[config.mk]
export PLATFORM = sky130hd
export DESIGN_NAME = pipe_fifo
export DESIGN_NICKNAME = d
export VERILOG_FILES = /design/src/rtl/pipe_fifo_pkg.sv /design/src/rtl/pipe_fifo_mem.sv /design/src/rtl/pipe_fifo.sv
export SDC_FILE = /design/constraint.sdc
export NUM_CORES = 1
export LEC_CHECK = 0
export CAP_MARGIN = 20
export CORE_MARGIN = 2
export CORE_UTILIZATION = 35
export CTS_CLUSTER_DIAMETER = 50
export DETAILED_ROUTE_END_ITERATION = 8
export PLACE_DENSITY = 0.61
export SLEW_MARGIN = 15
export SYNTH_ARGS = -nofsm -noshare
export SYNTH_HDL_FRONTEND = slang
export SYNTH_HIERARCHICAL = 1
export SYNTH_SLANG_ARGS = --single-unit
[constraint.sdc]
create_clock -name i_clk -period 4.7 [get_ports i_clk]
set_input_delay 1.175 -clock i_clk [delete_from_list [all_inputs] [get_ports i_clk]]
set_output_delay 1.175 -clock i_clk [all_outputs]
set_load 0.02 [all_outputs]
[src/rtl/pipe_fifo_pkg.sv]
// Shared widths and helpers for pipe_fifo and its downstream consumers.
package pipe_fifo_pkg;

    localparam int unsigned PIPE_FIFO_W_DATA = 32;
    localparam int unsigned PIPE_FIFO_DEPTH  = 4;

    // Ceiling log2; clog2(1) = 0.
    function automatic int unsigned clog2(input int unsigned value);
        int unsigned result;
        int unsigned v;
        result = 0;
        v      = (value > 0) ? value - 1 : 0;
        while (v > 0) begin
            result = result + 1;
            v      = v >> 1;
        end
        return result;
    endfunction

endpackage

[src/rtl/pipe_fifo_mem.sv]
// FIFO storage array: one synchronous write port, one asynchronous read port, no reset.
module pipe_fifo_mem
    import pipe_fifo_pkg::*;
#(
    parameter int unsigned W_DATA = PIPE_FIFO_W_DATA,
    parameter int unsigned DEPTH  = PIPE_FIFO_DEPTH,
    localparam int unsigned W_ADDR = clog2(DEPTH)
) (
    input  logic              i_clk,
    input  logic              i_we,
    input  logic [W_ADDR-1:0] i_waddr,
    input  logic [W_DATA-1:0] i_wdata,
    input  logic [W_ADDR-1:0] i_raddr,
    output logic [W_DATA-1:0] o_rdata
);

    logic [W_DATA-1:0] r_mem [DEPTH];

    // Write the addressed entry on an accepted push; contents are never cleared.
    always_ff @(posedge i_clk) begin
        if (i_we) begin
            r_mem[i_waddr] <= i_wdata;
        end
    end

    assign o_rdata = r_mem[i_raddr];

endmodule

[src/rtl/pipe_fifo.sv]
// Registered-handshake FIFO between pipeline stages with sticky overflow/underflow flags.
module pipe_fifo
    import pipe_fifo_pkg::*;
#(
    parameter int unsigned W_DATA = PIPE_FIFO_W_DATA,
    parameter int unsigned DEPTH  = PIPE_FIFO_DEPTH,
    localparam int unsigned W_CNT = clog2(DEPTH) + 1
) (
    input  logic              i_clk,
    input  logic              reset,
    input  logic              s_valid,
    output logic              s_ready,
    input  logic [W_DATA-1:0] s_data,
    output logic              m_valid,
    input  logic              m_ready,
    output logic [W_DATA-1:0] m_data,
    output logic [W_CNT-1:0]  count,
    output logic              overflow,
    output logic              underflow,
    input  logic              clr_err
);

    localparam int unsigned      W_PTR    = clog2(DEPTH);
    localparam logic [W_CNT-1:0] FULL_CNT = W_CNT'(DEPTH);

    logic [W_PTR-1:0] r_wptr;
    logic [W_PTR-1:0] r_rptr;
    logic [W_CNT-1:0] r_count;
    logic             r_s_ready;
    logic             r_m_valid;
    logic             r_overflow;
    logic             r_underflow;

    logic [W_CNT-1:0] w_count_nxt;
    logic             w_push;
    logic             w_pop;
    logic             w_ovf_evt;
    logic             w_unf_evt;
    logic             w_mem_we;

    // Handshake decode and next occupancy; both handshakes come from registered flags only.
    always_comb begin
        w_push      = s_valid & r_s_ready;
        w_pop       = m_ready & r_m_valid;
        w_ovf_evt   = s_valid & ~r_s_ready;
        w_unf_evt   = m_ready & ~r_m_valid;
        w_mem_we    = w_push & ~reset;
        w_count_nxt = r_count;
        if (w_push && !w_pop) begin
            w_count_nxt = r_count + 1'b1;
        end else if (!w_push && w_pop) begin
            w_count_nxt = r_count - 1'b1;
        end
    end

    // Pointers, count, registered ready/valid and sticky flags; reset wins over any transfer.
    always_ff @(posedge i_clk) begin
        if (reset) begin
            r_wptr      <= '0;
            r_rptr      <= '0;
            r_count     <= '0;
            r_s_ready   <= 1'b0;
            r_m_valid   <= 1'b0;
            r_overflow  <= 1'b0;
            r_underflow <= 1'b0;
        end else begin
            if (w_push) begin
                r_wptr <= r_wptr + 1'b1;
            end
            if (w_pop) begin
                r_rptr <= r_rptr + 1'b1;
            end
            r_count     <= w_count_nxt;
            r_s_ready   <= (w_count_nxt != FULL_CNT);
            r_m_valid   <= (w_count_nxt != '0);
            // A new error in the same cycle as clr_err keeps the flag set.
            r_overflow  <= w_ovf_evt | (r_overflow & ~clr_err);
            r_underflow <= w_unf_evt | (r_underflow & ~clr_err);
        end
    end

    pipe_fifo_mem #(
        .W_DATA (W_DATA),
        .DEPTH  (DEPTH)
    ) u_mem (
        .i_clk   (i_clk),
        .i_we    (w_mem_we),
        .i_waddr (r_wptr),
        .i_wdata (s_data),
        .i_raddr (r_rptr),
        .o_rdata (m_data)
    );

    assign s_ready   = r_s_ready;
    assign m_valid   = r_m_valid;
    assign count     = r_count;
    assign overflow  = r_overflow;
    assign underflow = r_underflow;

endmodule

### Word-level counts from Yosys, hierarchy flattened

Memories as Yosys holds them, arrays and structs flattened. A register that Yosys moved wholly into a read port is not among the register bits.
Index checks and enable logic that the tools add are counted.

* word-level logic and storage cells: 37
* input bits: 37
* register bits: 11
* memory bits (writable): 128
* memories: 1
* output and inout port bits: 39

Memories
* u_mem.r_mem: depth 4, bits a word 32, rd ports 1, clocked after memory_dff 1, wr ports 1, RTL line pipe_fifo_mem.sv:17 `logic [W_DATA-1:0] r_mem [DEPTH];`

* $add $sub $neg: 4
* bitwise logic cells: 13
* eq/ne operators: 1
* reductions and logical operators: 5
* multiplexer cells: 6

Operator list (number)
* AND 1 bit: 7
* two-way mux 3 bit: 2
* adder 2 x 1 -> 2 bit (second input constant): 2
* two-way mux 2 bit: 2
* NOT 1 bit: 4
* adder 3 x 1 -> 3 bit (second input constant): 1
* != test 3 bit (second input constant): 1
* nonzero test 3 bit: 1
* subtractor 3 x 1 -> 3 bit (second input constant): 1
* logical AND 1 bit: 2
* zero test 1 bit: 2
* two-way mux 1 bit: 2
* OR 1 bit: 2

### Logic depth before layout (Yosys ltp)

* depth after elaboration: 6
* mapped depth: 6

### Cells and area by module

The synthesis kept the hierarchy.

By module, submodules not included
* pipe_fifo_mem: cells each 171, seq. area each 3843.7 um^2, area an instance 4689.5 um^2, instances 1
* pipe_fifo: cells each 61, seq. area each 220.2 um^2, area an instance 571.8 um^2, instances 1

### Least setup slack after synthesis

No wires, ideal clock.

* path type: in2reg
* start point: input port reset
* end point: memory u_mem/r_mem[0][0] (netlist bit), enable pin
* setup time: 0.468 ns
* setup slack: 0.289 ns
* arrival time: 3.943 ns
* path buffers: 1
* cell stages on the path: 3
* cell sequence: clkbuf_1 nor2_1 nor3b_1

* longest elaborated chain between the ends: 4

RTL lines
* start, declared: RTL line pipe_fifo.sv:10 `input logic reset,`
* NOT 1 bit: RTL line pipe_fifo.sv:47 `w_mem_we = w_push & ~reset;`
* AND 1 bit: RTL line pipe_fifo.sv:47
* via w_mem_we: RTL line pipe_fifo.sv:39 `logic w_mem_we;`
* two-way mux 1 bit: RTL line pipe_fifo_mem.sv:21 `if (i_we) begin`
* two-way mux 1 bit (implied by the code): RTL line pipe_fifo_mem.sv:22 `r_mem[i_waddr] <= i_wdata;`
* end, declared: RTL line pipe_fifo_mem.sv:17

The timed path passes the listed nets, and every way through them passes these cells.

==> flow_metrics.tcl <==
set metrics [dict create \
    hold_viol_final 0 \
    setup_viol 0 \
    placed_cell_area_sq_um 6170 \
    grtUsageMet2_pct 19.9 \
    slew_headroom_pct 39.7 \
    grt_pass1_vias 2594 \
    grt_pass1_wl_um 14200 \
    clockRootBuffer "clkbuf_16" \
    powerDensity_nw_per_um2 474 \
    syn_to_final_growth_pct 27.4 \
    grtUsageMet1_pct 14.2 \
    drv_cap 0 \
    overflow 0 \
    drcViolationCount 0 \
    yosysWarnings 6 \
    clk_latency_ns 0.41 \
    layout_commonest_cell "edfxtp_1" \
    initial_core_util_pct 36.1 \
    clock_sinks 139 \
    drv_slew 0 \
    drive_gt1_share_pct 21.7 \
    tightest_slew_ns 0.905 \
    coreArea_sq_um 14600 \
    gp_congestion 0.703 \
    syn_area_per_cell_sq_um 22.7 \
    crit_chain "buf_4, mux4_2, clkdlybuf4s50_1" \
    finClkSkew_ns 0.0118 \
    cp_top_family "buffers and inverters" \
    stdcell_area_sq_um 6700 \
    worstHoldPathType "reg2reg" \
    antenna_left 0 \
    num_rows 44 \
    wl_um 9040 \
    numCtsBuffers 17 \
    dieArea_sq_um 16000 \
    cts.path.max_buffers 2 \
    dp_hpwl_um 5400 \
    drt-pass1-iter-count 4 \
    synthArstFlopShare_pct 0 \
    layout.nets 358 \
    r2r_slack_ns 2.84 \
    wire_per_inst_um 17.5 \
    synth_nets 271 \
    yosys_most_used_dff "edfxtp_1" \
    synth_seq_cells 139 \
    hold_buffers 0 \
    fin_crit_ns 3.56 \
    finalCritPeriodShare_pct 75.8 \
    fin_setup_tns_ns 0 \
    diodes 0 \
    vias 2446 \
    rsz0062_at_grt "no" \
    critPathKind "reg2out" \
    cts_tree "done" \
    ioPinCount 76 \
    path_buf_inv 2 \
    cp-end-kind "output port" \
    numPortBuffers 75 \
    syn_area_sq_um 5260 \
    num-fill-cells 1229 \
    grt_max_degree 34 \
    cpPeakStageDelay_ns 0.57 \
    track_usage_pct 12.2 \
    drt_iter0_markers 155 \
    ys_seq_area_share_pct 77.2 \
    leakagePower_uw 0.00214 \
    synth-edff-count 128 \
    required_ns 3.52 \
    syn_inst 232 \
    busiest_layer "met2" \
    cp_max_fo 15 \
    via_per_inst 4.74 \
    dieHeight_um 127 \
    mostFrequentLayoutCells "edfxtp_1, clkdlybuf4s50_1, mux4_2" \
    path_clk_slew_ns 0.05 \
    max_freq_mhz 281 \
    ctsHtreeMaxLevel 4 \
    crit_path_top_delay_cell "clkdlybuf4s50_1" \
    fin_hold_ws_ns 0.470 \
    postCtsSetupRepairBufs 0 \
    peakVddDrop_v 0.000261 \
    grt.met3_usage_pct 5.57 \
    cp.arrival_ns 2.39 \
    crit_path_start_kind "register" \
    ys_types 35 \
    run_status "completed" \
    cts_resized 0 \
    antenna_found_initial 0 \
    die_w_um 127 \
]
-- final timing paths --
kind                             to  cells after the start      start
hold reg to reg           underflow                      2  underflow
setup reg to reg  u_mem/r_mem[2][8]                      3    s_ready
hold / removal            underflow                      2  underflow
setup / recovery         m_data[14]                      3  r_rptr[0]
-- worst register-to-register path: stages, from the launching register on --
cell     delay [ns]
dfxtp_1        0.39
nand2_4        0.09
nor2_1         0.18
and3b_2        0.81
-- power by group --
group / switching [uW] / internal (uW)
Clock: 472 / 719
Sequential: 43.0 / 1400
Combinational: 251 / 292
Total: 766 / 2410
-- sequential cells by signal, summed over array words and instances (netlist names) --
register,cells
u_mem/r_mem,128
count,3
r_rptr,2
r_wptr,2
m_valid,1
overflow,1
s_ready,1
underflow,1
-- stage by stage --
step,total power [uW],worst slack [ns],instances,util [%]
after detailed placement,2020,1.38,484,42.3
after global routing,3320,0.985,516,45.9
after CTS,3220,1.06,516,45.9
after floorplan,1820,0.289,232,-
after global placement,2020,1.44,484,42.3
final,3180,1.14,516,45.9
-- cell families after synthesis --
group	Yosys count	share of synthesized area, %
compound gates	10	1.40
xor+xnor	7	1.52
fa+ha+maj	2	0.476
buf+inv	12	2.24
flops	139	77.2
mux	33	14.0
simple gates	29	3.09
-- layout make-up --
cell class	instances	area [sq um]	share of cell area (%)
Timing Repair Buffer	78	773	11.5
Inverter	2	7.51	0.112
Tap cell	184	230	3.43
Sequential cell	139	4070	60.7
Multi-Input combinational cell	81	1090	16.2
Clock buffer	19	433	6.46
Clock inverter	13	104	1.55
-- cell usage after synthesis, types with 2 or more instances --
master	n	area share, %
edfxtp_1	128	73
ha_1	2	0.48
dfxtp_1	11	4.2
buf_12	3	1.1
a21oi_1	3	0.29
xor2_1	3	0.50
nand2b_1	4	0.48
mux4_2	30	13
buf_2	4	0.38
nand2_1	6	0.43
nor3b_1	2	0.29
and3b_1	2	0.33
xnor2_1	3	0.50
nor2_1	8	0.57
mux4_1	2	1.0
inv_1	2	0.14
-- per-layer routing --
layer | vias up | part of all wire (%)
met3 | 7 | 6.3
met4 | 0 | 1.0
met2 | 65 | 52
met1 | 1240 | 41
met5 | - | 0
li1 | 1134 | -
(Power assumes the default switching activity.)
